`src/rtl/prog_clk_div_n.sv`:
```
// prog_clk_div_n: programmable clock divider, 50% duty for any N >= 2, clkin bypass at N = 1.
// Defining PCD_SYNC_PULSE_EN adds a period_sync output pulsing one clkin period per clkdiv rise.
module prog_clk_div_n #(
   parameter int WIDTH       = 9,
   parameter int RESET_RATIO = 2
) (
   input  logic             clkin,
   input  logic             rst,
   input  logic             en,
   input  logic [WIDTH-1:0] ratio_wdata,
   input  logic             ratio_wvalid,
   output logic             ratio_wready,
   output logic             ratio_err,
   output logic [WIDTH-1:0] cur_ratio,
`ifdef PCD_SYNC_PULSE_EN
   output logic             period_sync,
`endif
   output logic             clkdiv
);
   localparam logic [WIDTH-1:0] RR  = WIDTH'(RESET_RATIO);
   localparam logic [WIDTH-1:0] ONE = WIDTH'(1);
   if (RESET_RATIO < 2 || RESET_RATIO > (2 ** WIDTH) - 1) begin : g_bad_reset_ratio
      $error("RESET_RATIO must lie in 2..2^WIDTH-1");
   end
   logic [WIDTH-1:0] cnt_q, cnt_d, cur_q, cur_d, pend_q, pend_d;
   logic             run_q, run_d, pend_v_q, pend_v_d, err_q, err_d, hi_q, hi_d;
   logic             neg_q, byp_q, byp_d, bnd, xfer, apply;
   always_comb begin
      bnd      = run_q && cnt_q == '0;
      xfer     = ratio_wvalid && !pend_v_q;
      apply    = bnd && pend_v_q;
      err_d    = xfer && ratio_wdata == '0;
      pend_v_d = (xfer && ratio_wdata != '0) || (pend_v_q && !apply);
      pend_d   = xfer ? ratio_wdata : pend_q;
      cur_d    = apply ? pend_q : cur_q;
      run_d    = bnd ? en : (run_q || en);
      cnt_d    = bnd ? cur_d - ONE : run_q ? cnt_q - ONE : en ? '0 : cnt_q;
      hi_d     = run_d && cnt_d >= cur_d - (cur_d >> 1);
      // bypass is decided on the falling edge, looking ahead at whether the next boundary leaves N = 1
      byp_d    = run_q && en && cur_q == ONE && !(pend_v_q && pend_q != ONE);
   end
   always_ff @(posedge clkin or posedge rst) begin
      if (rst) begin
         cnt_q    <= RR - ONE;
         cur_q    <= RR;
         pend_q   <= '0;
         pend_v_q <= 1'b0;
         run_q    <= 1'b0;
         err_q    <= 1'b0;
         hi_q     <= 1'b0;
      end else begin
         cnt_q    <= cnt_d;
         cur_q    <= cur_d;
         pend_q   <= pend_d;
         pend_v_q <= pend_v_d;
         run_q    <= run_d;
         err_q    <= err_d;
         hi_q     <= hi_d;
      end
   end
   always_ff @(negedge clkin or posedge rst) begin
      if (rst) begin
         neg_q <= 1'b0;
         byp_q <= 1'b0;
      end else begin
         neg_q <= hi_q;
         byp_q <= byp_d;
      end
   end
   assign ratio_wready = !pend_v_q;
   assign ratio_err    = err_q;
   assign cur_ratio    = cur_q;
   assign clkdiv       = byp_q ? clkin : (hi_q || (cur_q[0] && neg_q));
`ifdef PCD_SYNC_PULSE_EN
   logic sync_q;
   always_ff @(posedge clkin or posedge rst) begin
      if (rst) sync_q <= 1'b0;
      else     sync_q <= bnd && en && (cur_d != ONE || byp_q);
   end
   assign period_sync = sync_q;
`endif
endmodule

```
`config.mk`:
```
export PLATFORM = sky130hd
export DESIGN_NAME = prog_clk_div_n
export DESIGN_NICKNAME = d
export VERILOG_FILES = /design/src/rtl/prog_clk_div_n.sv
export SDC_FILE = /design/constraint.sdc
export NUM_CORES = 1
export LEC_CHECK = 0
export BUFFER_PORTS_ARGS = -buffer_cell sky130_fd_sc_hd__clkbuf_2
export CAP_MARGIN = 15
export CORE_MARGIN = 8
export CORE_UTILIZATION = 59
export DETAILED_ROUTE_END_ITERATION = 10
export PLACE_DENSITY = 0.8
export SLEW_MARGIN = 0
export SYNTH_ARGS = -nofsm -noshare
export SYNTH_HDL_FRONTEND = slang
export SYNTH_SLANG_ARGS = --single-unit
```
`constraint.sdc`:
```
create_clock -name clkin -period 4.17 [get_ports clkin]
set_clock_uncertainty 0.05 [all_clocks]
set_input_delay 0.834 -clock clkin [delete_from_list [all_inputs] [get_ports clkin]]
set_output_delay 0.834 -clock clkin [all_outputs]
set_load 0.05 [all_outputs]
```
# Yosys cells after proc, flatten, opt, wreduce, memory -nomap -nowiden
# Cells that the tools add are included.
# word_totals
word_cells,42
output_inout_bits,12
ff_bits,33
# classes
reduce_logical,21
order_cmp,1
muxes,6
n_addsub,3
n_eq_ne,2
# op_table
op,n
two-way mux 9 bit,4
logical NOT 9 bit,2
subtractor 9 x 1 -> 9 bit (second input constant),2
logical AND 1 bit,12
equality test 9 x 1 -> 1 bit (second input constant),1
greater-or-equal comparator 9 bit,1
!= test 9 x 1 -> 1 bit (second input constant),1
nonzero test 9 bit,1
subtractor 9 x 8 -> 9 bit,1
logical NOT 1 bit,3
logical OR 1 bit,3
two-way mux 1 bit,2

# Depth between registers and ports, before layout
# Gate-level depths: netlist of run 1.
# logic_depth
word_depth,8
ltp_mapped,17
depth_no_buf,16

==> results of run 1 <==
[logic make-up after synthesis]
logic type,count (synthesis)
and+or+nand+nor,78
muxes,28
DFF,33
AOI/OAI and AO/OA,50
adders and majority gates,22
buffers and inverters,27
xor gates and xnor gates,9
[sequential cells by signal, summed over array words and instances, names as in the netlist]
name / count
ratio_err: 1
pend_q: 9
hi_q: 1
run_q: 1
byp_q: 1
neg_q: 1
cur_ratio: 9
pend_v_q: 1
cnt_q: 9
[worst paths after layout]
check	endpoint	slack [ns]	startpoint	cells past startpoint
max	clkdiv	-0.03	neg_q$_DFF_NP0_	3
max in group asynchronous	byp_q$_DFF_NP0_	1.41	rst	3
max reg2reg	hi_q$_DFF_PP0_	0.34	cnt_q[0]$_DFF_PP1_	17
min reg2reg	pend_q[6]$_DFFE_PP0P_	0.52	pend_q[6]$_DFFE_PP0P_	1
min	cur_ratio[0]$_DFF_PP0_	0.43	rst	3
min in group clkin	pend_q[6]$_DFFE_PP0P_	0.52	pend_q[6]$_DFFE_PP0P_	1
[cell usage after synthesis (4+ instances only)]
| cell | n | area [sq um] |
|---|---|---|
| clkbuf_1 | 5 | 18.8 |
| mux2_2 | 14 | 158 |
| ha_1 | 21 | 263 |
| nand2_1 | 13 | 48.8 |
| nor2b_1 | 6 | 37.5 |
| inv_1 | 19 | 71.3 |
| nor2_1 | 17 | 63.8 |
| dfrtp_1 | 29 | 726 |
| a21oi_1 | 12 | 60.1 |
| nand3_1 | 9 | 45.0 |
| mux2i_1 | 9 | 90.1 |
| xnor2_1 | 5 | 43.8 |
| xor2_1 | 4 | 35.0 |
| nor3_1 | 5 | 25.0 |
| nand2b_1 | 7 | 43.8 |
| o21ai_0 | 13 | 65.1 |
[power groups by stage]
stage	logic, mW	clock network [mW]	registers, mW
2_1_floorplan	0.0129	0.000213	0.335
3_3_place_gp	0.0238	0.000213	0.336
3_5_place_dp	0.0248	0.000213	0.337
4_1_cts	0.0249	0.344	0.331
5_1_grt	0.0276	0.357	0.331
6_report	0.0245	0.339	0.331
[cell type report]
| class | count | share of cell area (%) |
|---|---|---|
| clock inverters | 1 | 0.175 |
| clock buffers | 11 | 5.35 |
| inverters | 21 | 2.76 |
| flip-flops and latches | 33 | 29.0 |
| well taps | 50 | 2.19 |
| multi-input cells | 187 | 53.6 |
| repair buffers | 34 | 6.93 |
[cells in the final DEF, fill, tap and decap left out, drive strengths merged, types with 5 or more instances in the layout]
cell | synthesis | routed
clkbuf | 5 | 33
dfrtp | 29 | 29
ha | 21 | 21
inv | 21 | 21
nor2 | 17 | 17
mux2 | 16 | 16
nand2 | 13 | 13
o21ai | 13 | 13
a21oi | 12 | 12
buf | 1 | 12
mux2i | 12 | 12
nand3 | 9 | 9
nand2b | 7 | 7
nor2b | 6 | 6
xnor2 | 5 | 5
nor3 | 5 | 5
[metrics by stage]
step / util [%] / total power, mW
finish: 71.3 / 0.695
global route: 71.3 / 0.716
CTS: 70.4 / 0.700
detailed placement: 66.5 / 0.362
global placement: 66.5 / 0.360
floorplan: - / 0.348
[metal layers]
layer / vias up / global-route usage, % / routed length [um]
met3: 16 / 5.36 / 328
met4: 0 / 9.64 / 153
met2: 64 / 31.4 / 2790
met5: - / 0 / 0
li1: 976 / - / -
met1: 957 / 23.8 / 2550
[what timing repair did]
item / CTS / global route
endpoints found under the setup margin: 3 / 5
setup buffers: 0 / 3
resized for setup: 3 / 4
pin swaps: 0 / 2
hold buffers: 0 / 0
hold endpoints to repair: 0 / 0
[critical path, delay by kind of cell, from the launching register on]
family | cells | cell delay, ns
flops | 1 | 0.41
compound gates | 2 | 0.23
buf+inv | 1 | 0.16
==> impl_metrics.yaml, run 1 <==
status:
  status: "finished, violations left"
  failed_checks: "setup timing"
sta:
  rsz0062_at_grt: "true"
  fin_ws_ns: -0.0259
  finalHoldViolations: 0
  setup_viol: 2
  slew_headroom_pct: 46.6
  tightestPinTransition_ns: 0.799
  fin_setup_tns_ns: -0.0259
  slew_viol_final: 0
  hold_slack_ns: 0.428
critical_path:
  critPathSlowestCell: "dfrtn_1"
  end_kind: "output port"
  crit_type: "register to output port"
  crit_arrival_ns: 3.31
  crit_chain: "a21oi_2, o21ai_2, buf_8"
  path_max_fanout: 1
  critPathLaunchType: "register"
  cpPeakStageDelay_ns: 0.41
  cp_data_required_time_ns: 3.29
logic_synthesis:
  synthCells: 247
  synth_flop_cell: "dfrtp_1"
  ys_seq_elements: 33
  yosys.area_share.simple_pct: 19.3
  synth_cell_types: 54
  yosysSeqAreaShare_pct: 33.8
  synthAdderAreaFrac_pct: 11.6
  synthMuxAreaShare_pct: 14.1
  syn_avg_cell_area_sq_um: 9.91
  synth_compound_area_share_pct: 13.5
  async_flop_share_pct: 100
  synthesis.area_sq_mm: 0.00245
  yosysWarningCount: 0
  synth_top_family_by_area: "simple AND/OR/NAND/NOR gates"
  syn_nets: 282
  synth_enable_flop_cells: 0
  synth_xor_xnor_area_share_pct: 3.22
pwr:
  combPwrFrac_pct: 3.5
  irDropWorstVdd_uv: 200
  seqPwrFrac_pct: 47.7
  swShare_pct: 21.4
  switchingPower_uw: 148
  power_density_mw_per_mm2: 243
  p_leak_nw: 1.38
  clockPowerShare_pct: 48.8
  internal-power_uw: 546
place:
  post-place-ws_ns: 0.171
  dpl_cell_area_sq_mm: 0.00266
  place_hpwl_um: 4370
  port_buffers: 24
  gp_congestion: 0.895
  placedCellCount: 323
global_routing:
  track_usage_pct: 19.7
  overflow: 0
  antenna_found_initial: 0
  grt_pass1_vias: 2032
  grt_max_degree: 24
  grt_pass1_wl_um: 9740
job:
  drv_cap: 0
floorplanning:
  core_area_sq_mm: 0.00400
  die_area_sq_mm: 0.00646
  die_height_um: 80.4
  ioPinCount: 25
  rows: 23
  initial_core_util_pct: 61.2
  die_w_um: 80.4
clock_tree:
  cts_tree: "done"
  clkLatencyLatePin_ns: 0.40
  clkTransAtPathRegs_ns: 0.07
detailed_routing:
  drt_wl_total_um: 5830
  drcViolationCount: 0
  wl_per_cell_um: 17.3
  ant_nets: 0
  drt_pre_antenna_iters: 4
  dr.first_iter.drc_count: 118
  vias: 2013
  via_per_inst: 5.97
finish:
  area_growth_pct: 16.6
  fin_cells: 337
  nFillCells: 284
  layout-drive-gt1-share_pct: 28.6
  ff_latch_area_sq_um: 828
  fin_area_sq_mm: 0.00285
  nNetsFinal: 321
  diodes: 0
  multi_input_comb_area_sq_mm: 0.00153
worst_hold_path:
  min_path_type: "input port to async pin"
Power figures use the tool's default switching activity.
==> run 2: changes to the inputs <==
--- a/config.mk
+++ b/config.mk
@@ -8,9 +8,10 @@
 export BUFFER_PORTS_ARGS = -buffer_cell sky130_fd_sc_hd__clkbuf_2
 export CAP_MARGIN = 15
 export CORE_MARGIN = 8
-export CORE_UTILIZATION = 59
+export CORE_UTILIZATION = 61
+export CTS_BUF_LIST = sky130_fd_sc_hd__clkbuf_8
 export DETAILED_ROUTE_END_ITERATION = 10
-export PLACE_DENSITY = 0.8
+export PLACE_DENSITY = 0.82
 export SLEW_MARGIN = 0
 export SYNTH_ARGS = -nofsm -noshare
 export SYNTH_HDL_FRONTEND = slang
==> run 2 against run 1 <==
Register-to-register slack worse by 0.07 ns. Sequential cell count unchanged. Cell area down 0.61%. Non-clock buffer count down 5. First-iteration DRC count is 40% higher. Power up 7.8%. Largest cell class unchanged. Via count up 0.30%. The flow still finishes with violations (setup timing). Setup slack better by 0.011 ns. Clock-buffer cell count decreased by 1. Sequential share of layout area is 0.18 points higher. Final cell count decreased by 1.5%.
==> impl_metrics.yaml, run 2 (synthesis gave the netlist of run 1 again) <==
finish:
  area_growth_pct: 15.8
  final_common_cell: "dfrtp_1"
  nNetsFinal: 316
  fin_area_sq_mm: 0.00284
  diodes: 0
  fin_cells: 332
  final_util_pct: 71.9
  final_cell_mix: "dfrtp_1 (29), clkbuf_2 (23), ha_1 (21)"
  layout-drive-gt1-share_pct: 27.3
  nFillCells: 302
global_routing:
  antenna_found_initial: 0
  grt_max_degree: 32
  busiest_layer: "met2"
  gr-usage-met2_pct: 33.5
  grt_pass1_vias: 2103
  grt_pass1_wl_um: 10100
  grt_use_met1_pct: 24.2
  overflow: 0
  track_usage_pct: 20.5
  use_met3_pct: 5.42
pwr:
  power_uw: 749
  switchingPower_uw: 158
  seqPwrFrac_pct: 44.2
  p_leak_nw: 1.37
  internal-power_uw: 591
  irDropWorstVdd_uv: 216
  combPwrFrac_pct: 3.2
  swShare_pct: 21.1
  power_density_mw_per_mm2: 264
  clockPowerShare_pct: 52.6
clock_tree:
  cts_tree: "done"
  clkTransAtPathRegs_ns: 0.07
  clkLatencyLatePin_ns: 0.40
  cts_hold_buf: 0
  post_cts_buffers: 0
critical_path:
  crit_arrival_ns: 3.30
  cp_data_required_time_ns: 3.29
  path_max_fanout: 1
  critPathLaunchType: "register"
  crit_type: "register to output port"
  end_kind: "output port"
status:
  failed_checks: "setup timing"
  status: "finished, violations left"
floorplanning:
  rows: 23
  die_w_um: 79.3
  die_height_um: 79.3
  initial_core_util_pct: 62.1
  ioPinCount: 25
  die_area_sq_mm: 0.00629
  core_area_sq_mm: 0.00394
detailed_routing:
  drcViolationCount: 0
  drt_wl_total_um: 6010
  drt_pre_antenna_iters: 4
  wl_per_cell_um: 18.1
  ant_nets: 0
  via_per_inst: 6.08
  vias: 2019
  dr.first_iter.drc_count: 165
sta:
  rsz0062_at_grt: "true"
  setup_viol: 2
  fin_ws_ns: -0.0150
  slew_viol_final: 0
  fin_setup_tns_ns: -0.0150
  hold_slack_ns: 0.494
  slew_headroom_pct: 46.5
  tightestPinTransition_ns: 0.801
  finalHoldViolations: 0
place:
  dpl_cell_area_sq_mm: 0.00265
  gp_congestion: 0.895
  port_buffers: 24
  place_hpwl_um: 4480
  post-place-ws_ns: 0.195
  placedCellCount: 321
job:
  drv_cap: 0
worst_hold_path:
  min_path_type: "register to register"
[run 2: cell count changes in the layout (fill, tap and decap cells not counted), sizes merged]
cell      previous run  this run
clkinv               1         0
clkinvlp             0         1
buf                 12         6
bufinv               0         1
[run 2: cell type report]
| cell class | instances | area, sq um | share of cell area (%) |
|---|---|---|---|
| clock inverter | 2 | 37.5 | 1.32 |
| sequential | 33 | 828 | 29.2 |
| multi-input combinational | 187 | 1530 | 54.0 |
| tap | 50 | 62.6 | 2.21 |
| inverter | 21 | 78.8 | 2.78 |
| clock buffer | 10 | 138 | 4.85 |
| timing repair buffer | 29 | 160 | 5.65 |
[run 2: layer usage]
metal,wire [um],vias to the layer above
li1,-,960
met1,2460,970
met2,2970,70
met3,389,19
met4,195,0
met5,0,-
[run 2: final timing paths]
check	from	end	slack, ns	depth (start not counted)
min in group asynchronous	rst	cur_ratio[3]$_DFF_PP0_	0.53	3
min	pend_q[6]$_DFFE_PP0P_	pend_q[6]$_DFFE_PP0P_	0.49	1
max	neg_q$_DFF_NP0_	clkdiv	-0.01	3
min reg2reg	pend_q[6]$_DFFE_PP0P_	pend_q[6]$_DFFE_PP0P_	0.49	1
max reg2reg	cnt_q[2]$_DFF_PP0_	hi_q$_DFF_PP0_	0.27	15
max in group asynchronous	rst	neg_q$_DFF_NP0_	1.74	2
[run 2: worst max-delay path: stages, from the launching register on]
cell,delay (ns)
dfrtn_1,0.40
a21oi_2,0.05
o21ai_1,0.15
clkbuf_8,0.21
[run 2: power groups by stage]
stage,logic (mW),clock network [mW],registers (mW)
4_1_cts,0.0247,0.400,0.331
3_3_place_gp,0.0233,0.000213,0.336
3_5_place_dp,0.0246,0.000213,0.337
5_1_grt,0.0272,0.417,0.331
6_report,0.0242,0.394,0.331
2_1_floorplan,0.0129,0.000213,0.335
[run 2: repair_timing]
item,4_1_cts,5_1_grt
setup endpoints to repair,4,4
pin swaps,0,1
resized for setup,3,3
